[src/rtl/envelope_follower.sv]
// Envelope follower and gate detector: tracks |sample| with separate attack/release
// smoothing and derives a note gate with open/close hysteresis and a hold period.
module envelope_follower #(
    parameter int unsigned DATA_WIDTH    = 16,
    parameter int unsigned ATTACK_SHIFT  = 2,
    parameter int unsigned RELEASE_SHIFT = 6,
    parameter int unsigned OPEN_THRESH   = 4096,
    parameter int unsigned CLOSE_THRESH  = 2048,
    parameter int unsigned HOLD_SAMPLES  = 64
) (
    input  logic                  clk_i,
    input  logic                  rst_i,
    input  logic [DATA_WIDTH-1:0] sample_i,
    input  logic                  valid_i,
    output logic                  ready_o,
    output logic [DATA_WIDTH-1:0] envelope_o,
    output logic                  gate_o,
    output logic                  valid_o,
    input  logic                  ready_i
);

    localparam int unsigned ENV_W     = DATA_WIDTH - 1;
    localparam int unsigned CNT_W     = (HOLD_SAMPLES > 1) ? $clog2(HOLD_SAMPLES) : 1;
    localparam int unsigned HOLD_LAST = (HOLD_SAMPLES > 0) ? HOLD_SAMPLES - 1 : 0;
    localparam logic [ENV_W-1:0] ENV_MAX = '1;

    typedef enum logic [1:0] {
        ST_CLOSED,
        ST_OPEN,
        ST_HOLD
    } gate_state_t;

    gate_state_t            state;
    gate_state_t            state_next;
    logic [CNT_W-1:0]       cnt;
    logic [CNT_W-1:0]       cnt_next;
    logic [ENV_W-1:0]       env;
    logic [ENV_W-1:0]       env_next;
    logic [DATA_WIDTH-1:0]  mag_full;
    logic [ENV_W-1:0]       target;
    logic [ENV_W-1:0]       diff;
    logic [ENV_W-1:0]       shifted;
    logic [ENV_W-1:0]       step;
    logic                   rise;
    logic                   open_hit;
    logic                   close_hit;
    logic                   accept;

    // Handshake: the single output register frees up when it is empty or being drained.
    assign ready_o    = !valid_o || ready_i;
    assign accept     = valid_i && ready_o;
    assign envelope_o = {1'b0, env};

    // Saturated magnitude and attack/release step toward it; step never exceeds diff.
    always_comb begin
        mag_full = sample_i[DATA_WIDTH-1] ? (~sample_i + DATA_WIDTH'(1)) : sample_i;
        target   = mag_full[DATA_WIDTH-1] ? ENV_MAX : mag_full[ENV_W-1:0];
        rise     = target > env;
        diff     = rise ? (target - env) : (env - target);
        shifted  = rise ? (diff >> ATTACK_SHIFT) : (diff >> RELEASE_SHIFT);
        step     = shifted;
        if (shifted == '0 && diff != '0) begin
            step = ENV_W'(1);
        end
        env_next  = rise ? (env + step) : (env - step);
        open_hit  = {1'b0, env_next} >= DATA_WIDTH'(OPEN_THRESH);
        close_hit = {1'b0, env_next} <  DATA_WIDTH'(CLOSE_THRESH);
    end

    // Gate transitions evaluated on the envelope this sample will produce.
    always_comb begin
        state_next = state;
        cnt_next   = cnt;
        case (state)
            ST_CLOSED: begin
                if (open_hit) begin
                    state_next = ST_OPEN;
                end
            end
            ST_OPEN: begin
                if (close_hit) begin
                    cnt_next   = '0;
                    state_next = (HOLD_SAMPLES == 0) ? ST_CLOSED : ST_HOLD;
                end
            end
            ST_HOLD: begin
                if (open_hit) begin
                    state_next = ST_OPEN;
                end else if (cnt == CNT_W'(HOLD_LAST)) begin
                    state_next = ST_CLOSED;
                end else begin
                    cnt_next = cnt + CNT_W'(1);
                end
            end
            default: begin
                state_next = ST_CLOSED;
            end
        endcase
    end

    // State only advances on accepted samples; gate and envelope update together.
    always_ff @(posedge clk_i or posedge rst_i) begin
        if (rst_i) begin
            env     <= '0;
            state   <= ST_CLOSED;
            cnt     <= '0;
            gate_o  <= 1'b0;
            valid_o <= 1'b0;
        end else if (accept) begin
            env     <= env_next;
            state   <= state_next;
            cnt     <= cnt_next;
            gate_o  <= (state_next != ST_CLOSED);
            valid_o <= 1'b1;
        end else if (ready_i) begin
            valid_o <= 1'b0;
        end
    end

endmodule

[config.mk]
export PLATFORM = sky130hd
export DESIGN_NAME = envelope_follower
export DESIGN_NICKNAME = d
export VERILOG_FILES = /design/src/rtl/envelope_follower.sv
export SDC_FILE = /design/constraint.sdc
export NUM_CORES = 1
export LEC_CHECK = 0
export ABC_AREA = 1
export CAP_MARGIN = 20
export CORE_AREA = 2 2 120 122
export DETAILED_ROUTE_END_ITERATION = 10
export DIE_AREA = 0 0 122 124
export GPL_TIMING_DRIVEN = 0
export PLACE_DENSITY_LB_ADDON = 0.3
export SETUP_SLACK_MARGIN = 0.3
export SYNTH_ARGS = -nofsm -noshare
export SYNTH_HDL_FRONTEND = slang
export SYNTH_SLANG_ARGS = --single-unit
[constraint.sdc]
create_clock -name clk_i -period 9.7 [get_ports clk_i]
set_input_delay 2.91 -clock clk_i [delete_from_list [all_inputs] [get_ports clk_i]]
set_output_delay 2.91 -clock clk_i [all_outputs]
set_load 0.005 [all_outputs]
* Word level (Yosys, flattened, before mapping) *
Cells that the tools add are included.

cells by class
  eq/ne operators = 6
  reductions and logical operators = 11
  muxes and demuxes = 17
  bitwise operators = 1
  $lt $le $gt $ge = 3
  add/sub/neg operators = 6

operators with widths
  kind                     count
  $mux W15                 4
  $sub A15 B15 Y15         3
  $mux W6                  3
  $add A16 B1 Y16 const B  1
  $mux W16                 1
  $not A16 Y16             1
  $add A15 B15 Y15         1
  $ge A15 B13 Y1 const B   1
  $gt A15 B15 Y1           1
  $logic_not A15 Y1        1
  $lt A15 B12 Y1 const B   1
  $reduce_bool A15 Y1      1
  $mux W13                 1
  $pmux W6 S2              1
  $mux W2                  4
  $add A6 B1 Y6 const B    1
  $eq A6 B6 Y1 const B     1
  $ne A2 B2 Y1 const B     3
  $pmux W2 S3              1
  $reduce_bool A2 Y1       3
  $reduce_and A5 Y1        1
  $eq A2 B1 Y1 const B     1
  $eq A2 B2 Y1 const B     1
  $logic_and A1 B1 Y1      2
  other kinds (4)          5

storage, ports and cells
  logic and storage cells = 49
  flip-flop bits (word level) = 25

* Longest topological paths before layout *
Gate-level depths: netlist of run 1.

  depth after elaboration = 16
  depth in mapped cells = 54
  gate-level depth less buffers = 53

* Worst setup path before layout of run 1 *
OpenSTA, ideal clock, no wires.

  path type = in2reg
  from = input sample_i[0]
  to = register cnt[0]
  slack = 1.366 ns
  data required time = 9.583 ns
  setup time = 0.117 ns
  arrival = 8.216 ns
  stages = 51
  cells stage by stage = inv_1 -> ha_1 -> inv_1 -> nor3_1 -> inv_1 -> nor3_1 -> a21oi_1 -> inv_1 -> o21ai_0 -> nand2_1 -> nand2_1 -> nor2_1 -> inv_1 -> ha_1 -> nand2_1 -> nand2_1 -> nand2_1 -> nand2_1 -> [15 not listed] -> a21oi_1 -> xor2_1 -> inv_1 -> ha_1 -> nand2_1 -> nor2_1 -> nand3_1 -> nand3_1 -> nand2_1 -> nand2_1 -> a21oi_1 -> xor2_1 -> inv_1 -> nand3_2 -> nand4_2 -> buf_6 -> nand2_1 -> o21ai_2

on the way
  cells in the longest elaborated chain, start to end = 15
  elaborated cells on any way between the ends = 21
  classes of those cells = 5 x add/sub; 3 x order compare; 2 x eq/ne; 6 x mux; 1 x bitwise; 4 x reduce/logical

RTL lines
  item                                                         RTL line  source
  start: declaration                                           13        input logic [DATA_WIDTH-1:0] sample_i,
  $not A16 Y16                                                 56        mag_full = sample_i[DATA_WIDTH-1] ? (~sample_i + DATA_WIDTH'(1)) : sample_i;
  $add A16 B1 Y16                                              56
  $mux W16 *                                                   56
  $mux W15 *                                                   57        target = mag_full[DATA_WIDTH-1] ? ENV_MAX : mag_full[ENV_W-1:0];
  $sub A15 B15 Y15 / $gt A15 B15 Y1 (equally long branches)    59, 58
  $mux W15                                                     59        diff = rise ? (target - env) : (env - target);
  $mux W13                                                     60        shifted = rise ? (diff >> ATTACK_SHIFT) : (diff >> RELEASE_SHIFT);
  $logic_not A15 Y1                                            62        if (shifted == '0 && diff != '0) begin
  $logic_and A1 B1 Y1                                          62
  $mux W15                                                     62
  $sub A15 B15 Y15 / $add A15 B15 Y15 (equally long branches)  65        env_next = rise ? (env + step) : (env - step);
  $mux W15 *                                                   65
  $lt A15 B12 Y1 / $ge A15 B13 Y1 (equally long branches)      67, 66
  $ne A2 B2 Y1 (no line)                                       n/a
  $reduce_and A5 Y1 (no line) *                                n/a
  end signal: assignment                                       112       cnt <= cnt_next;
  end: declaration                                             35        logic [CNT_W-1:0] cnt;

Mark *: on every way between the ends. The rest lies on a longest branch, timed or not.
A chain may end at the register's enable or synchronous reset.

* Worst setup path after layout of run 1 *
  from = input sample_i[9]
  to = register cnt[0]

Same word-level chain as after synthesis.

==> qor.txt, run 1 <==
die area: 15100 um2
met3 wire len: 705 um
Hold WC Path Type: flop to flop
Post-Syn Area: 4760 um2
Mapped Cells: 854
clock sinks: 25
CP startpoint: sample_i[9]
DR top layer: met4
XOR/XNOR Fraction of Synth Area: 5.34%
combinational family with the most area after synthesis: simple AND/OR/NAND/NOR gates
share of cells above drive strength 1: 14.6%
RSZ-0062 raised after global routing: false
Final Max Slew Viols: 0
CTS Root Buffer Type: clkbuf_16
Max-Cap Viols: 0
vias in the first global route: 4853
wire length per cell: 13.4 um
Horiz. Die Dim: 122 um
DIE HEIGHT: 124 um
Clock Skews: 4.07 ps
synthesis-to-finish area growth: 24.8%
DR vias/cell: 4.83
Crit path arrival time: 9190 ps
final-report setup violation count: 0
Least-Margin Pin Slew: 520 ps
post-route minimum period: 9030 ps
via count: 5276
WHS Endpoint: gate_o
Synth Area in Adders: 13.4%
mean post-synth cell area: 5.57 um2
Setup WS pre-CTS: -545 ps
kind of critical path: primary input to flop
Synthesized Nets: 923
total gr overflow: 0
required time worst endpoint: 9850 ps
Worst R2R Path Depth: 39
Pre-antenna DRT Iters: 5
post-route ant nets: 0
CTS tree: yes
Diodes inserted: 0
Final nets: 983
FFs w/ async S/R, synth: 100%
Seq cells post-synth: 25
CTS H-Tree Depth: 1
Simple-Gate Fraction of Synth Area: 45.0%
most frequent cell on the critical path: nand2_1
Post-synth top flop: dfrtp_1
r2r setup slk: 4030 ps
post-synthesis compound-gate area fraction: 8.63%
Hold Startpoint: gate_o
post-DP HPWL: 11800 um
largest net degree at the start of global routing: 26
slowest CP cell: clkdlybuf4s50_1
Crit Path Max Fanout: 10
Core ar.: 13700 um2
post-synthesis mux area share: 0%
CP max stage delay: 420 ps
Clk pin slew, worst setup/hold paths: 70 ps
Iter 0 DRT Violations: 355
most common library cell in the layout ignoring fill and taps: nand2_1
row cnt: 43
crit start category: primary input
global-route wire length before repair: 23200 um
initial core utilization: 34.7%
final worst slack: 668 ps
CTS Buf Count: 3
outcome: complete, no violations
EDFF count, synth: 0
start of the worst register-to-register path: env[4]
Peak Freq: 111 MHz
Bufs on Longest Clock Path: 2
sequential share of the synthesized area: 13.2%
Metal-1 WL: 6820 um
Placer Congestion: 0.931
GRT Util Overall: 19.1%
final clock period utilization by the worst path: 93.1%
final WL: 14700 um
cts hold-fix bufs: 0
Post-route DRC: 0
initial antenna violation count: 0
count of different cell masters after synthesis: 39
endpoints failing hold: 0
I/O pin count: 39
hold depth: 2
IO Port Bufs: 36
Worst setup EP type: flop
commonest non-fill, non-tap cells in the layout: 297 x nand2_1, 145 x inv_1, 64 x nand3_1
worst skew pair latency: 260 ps
reg-to-reg endpoint: cnt[0]
Worst slew margin: 65.3%
met2 routed wirelength: 6840 um
Yosys Warn Count: 0
## routing by layer
metal / GRT usage [%] / vias up
met5: 0 / -
met4: 4.67 / 0
met3: 1.33 / 26
met2: 32.9 / 127
met1: 26.2 / 2359
li1: - / 2764
## per-stage QoR
stage | hold WS [ps] | utilization, % | area [um2] | TNS (ps) | instances
finish | 508 | 43.3 | 5940 | 0 | 1093
global route | 541 | 43.3 | 5940 | 0 | 1093
CTS | 513 | 40.4 | 5550 | 0 | 1077
detailed placement | 492 | 38.9 | 5340 | -5090 | 1070
global placement | 490 | 38.9 | 5340 | -5080 | 1070
floorplan | 481 | - | 4760 | 0 | 854
## what timing repair did
item	in CTS	in global routing
setup buffers	3	15
resized for setup	24	70
pin swaps	2	25
setup endpoints to repair	12	13
## flip-flops by register name, summed over array words and instances (netlist names)
register / flops
env: 15
gate_o: 1
valid_o: 1
cnt: 6
state: 2
## cell usage after synthesis, types with 7 or more instances
cell type	n	area, um2
nand2_1	304	1140
inv_1	151	567
nor2_1	68	255
nand3_1	67	335
ha_1	46	576
a21oi_1	38	190
o21ai_0	30	150
dfrtp_1	25	626
xor2_1	20	175
nand4_1	18	113
nand2_2	11	68.8
xnor2_1	9	78.8
inv_2	8	30.0
nor3_1	7	35.0
## worst max-delay path, delay by kind of cell
| kind | cells | cell delay, ps |
|---|---|---|
| fa+ha+maj | 3 | 890 |
| compound gates | 4 | 430 |
| simple gates | 28 | 3130 |
| xor+xnor | 2 | 400 |
| buf+inv | 10 | 1420 |
## cell families after synthesis
kind of cell | count (synthesis)
simple gates | 497
buf+inv | 175
compound gates | 78
fa+ha+maj | 49
xor+xnor | 29
flops | 25
other cells | 1
## cell type report
type                       count  area [um2]
buffer                        14         101
sequential                    25         626
inverter                     161         607
clock inverter                 1        5.00
fill                        1484        7780
tap                          180         225
clock buffer                   3        75.1
timing repair buffer          55         538
multi-input combinational    654        3760
## worst max path at each step
stage | endpoint | cells after the start
3_5_place_dp | cnt[0] | 53
3_3_place_gp | cnt[1] | 52
5_1_grt | cnt[5] | 49
4_1_cts | cnt[1] | 47
6_report | cnt[0] | 47
2_1_floorplan | cnt[0] | 51
Power of run 1 is left out: the tool's default activity adds up to more than one toggle a clock period on the data nets, which glitch-free logic cannot reach.
==> run 2, diff against run 1 <==
--- a/config.mk
+++ b/config.mk
@@ -12,6 +12,7 @@
 export DIE_AREA = 0 0 122 124
 export GPL_TIMING_DRIVEN = 0
 export PLACE_DENSITY_LB_ADDON = 0.3
+export REMOVE_ABC_BUFFERS = 1
 export SETUP_SLACK_MARGIN = 0.3
 export SYNTH_ARGS = -nofsm -noshare
 export SYNTH_HDL_FRONTEND = slang
==> run 2 against run 1 <==
Against the previous run: critical path type unchanged; hold slack improved by 6.4 ps; sequential cell count unchanged; sequential share of layout area fell by 0.20 points; final cell count is essentially flat; fmax increased by 0.13%; via count up 1.0%; first-iteration DRC count is 8.7% lower; clock skew hardly changed; die area unchanged; non-clock buffer count shrank 3; utilization is 0.86 points higher.
==> qor.txt, run 2 (synthesis gave the netlist of run 1 again) <==
Final Max Slew Viols: 0
synthesis-to-finish area growth: 27.3%
Top reg by flops: env
I/O pin count: 39
share of cells above drive strength 1: 15.5%
Metal-1 WL: 7000 um
required time worst endpoint: 9860 ps
max reg flops: 15
endpoints failing hold: 0
vias in the first global route: 4879
IO Port Bufs: 37
Crit path arrival time: 9180 ps
dpl cells: 1057
CTS H-Tree Depth: 1
Least-Margin Pin Slew: 606 ps
GRT Util Overall: 19.6%
Post-route DRC: 0
DR top layer: met4
post-DP HPWL: 11400 um
initial antenna violation count: 0
largest net degree at the start of global routing: 26
area occupied by multi-input gates: 3850 um2
final WL: 14900 um
final clock period utilization by the worst path: 93.0%
Final nets: 984
RSZ-0062 raised after global routing: false
Core ar.: 13700 um2
most common library cell in the layout ignoring fill and taps: nand2_1
final cell count without fillers: 1094
Max-Cap Viols: 0
Peak Freq: 111 MHz
post-route minimum period: 9020 ps
post-route ant nets: 0
Crit Path Max Fanout: 7
CTS tree: yes
outcome: complete, no violations
via count: 5331
slowest CP cell: clkdlybuf4s50_1
Clock Skews: 4.20 ps
post-layout util: 44.1%
kind of critical path: primary input to flop
Diodes inserted: 0
CTS Buf Count: 3
CP delay by family, top: simple AND/OR/NAND/NOR gates
largest registers: env (15), cnt (6), state (2)
Worst setup EP type: flop
wire length per cell: 13.6 um
row cnt: 43
worst skew pair latency: 270 ps
global-route wire length before repair: 23500 um
final-report setup violation count: 0
most frequent cell on the critical path: nand2_1
total gr overflow: 0
Min Hold Slack: 514 ps
Clk pin slew, worst setup/hold paths: 70 ps
Pre-antenna DRT Iters: 5
DIE HEIGHT: 124 um
CP max stage delay: 450 ps
met3 wire len: 703 um
commonest non-fill, non-tap cells in the layout: 296 x nand2_1, 143 x inv_1, 63 x nand3_1
setup TNS: 0 ps
Worst slew margin: 59.5%
crit start category: primary input
initial core utilization: 34.7%
Horiz. Die Dim: 122 um
Iter 0 DRT Violations: 324
CTS Root Buffer Type: clkbuf_16
FF+latch area: 626 um2
die area: 15100 um2
met2 routed wirelength: 6810 um
Worst Path Buf+Inv: 11
filler instances: 1439
Bufs on Longest Clock Path: 2
Placer Congestion: 0.963
Hold WC Path Type: flop to flop
DR vias/cell: 4.87
clock sinks: 25
## run 2: final cells by class
type                            instances  area share (%)
Multi-Input combinational cell        656            63.5
Clock buffer                            3            1.24
Tap cell                              180            3.72
Sequential cell                        25            10.3
Clock inverter                          1           0.124
Timing Repair Buffer                   66            10.5
Timing Repair inverter                  2           0.269
Inverter                              161            10.3
## run 2: final timing paths
path / start / endpoint / slack, ps / cells after the start
min in group asynchronous: rst_i / env[5] / 2920 / 2
hold / removal: gate_o / gate_o / 510 / 2
max in group asynchronous: rst_i / env[14] / 6340 / 3
hold reg to reg: gate_o / gate_o / 510 / 2
setup reg to reg: env[1] / cnt[5] / 4070 / 41
setup / recovery: sample_i[8] / cnt[5] / 680 / 47
## run 2: metrics by stage
stage | worst slack [ps] | area [um2]
5_1_grt | 239 | 6050
3_3_place_gp | -1220 | 5270
6_report | 680 | 6050
3_5_place_dp | -1140 | 5270
2_1_floorplan | 1130 | 4670
4_1_cts | 300 | 5690
## run 2: worst reg2reg max path: cells and delay by family, from the launching register on
kind,cells,cell delay [ps]
simple gates,27,2560
fa+ha+maj,3,870
buf+inv,7,830
flops,1,540
xor+xnor,2,510
compound gates,2,220
## run 2: per-layer routing
metal | track usage, % | vias to the layer above
met3 | 0.778 | 21
met5 | 0 | -
met4 | 5.75 | 0
met2 | 33.6 | 131
met1 | 26.9 | 2403
li1 | - | 2776
## run 2: repair_timing
action	4_1_cts	5_1_grt
endpoints found under the setup margin	17	15
resized for setup	49	61
setup buffers	15	13
pin swaps	16	16
cloned	3	1
hold buffers	0	0
Power of run 2 is left out for the same reason.
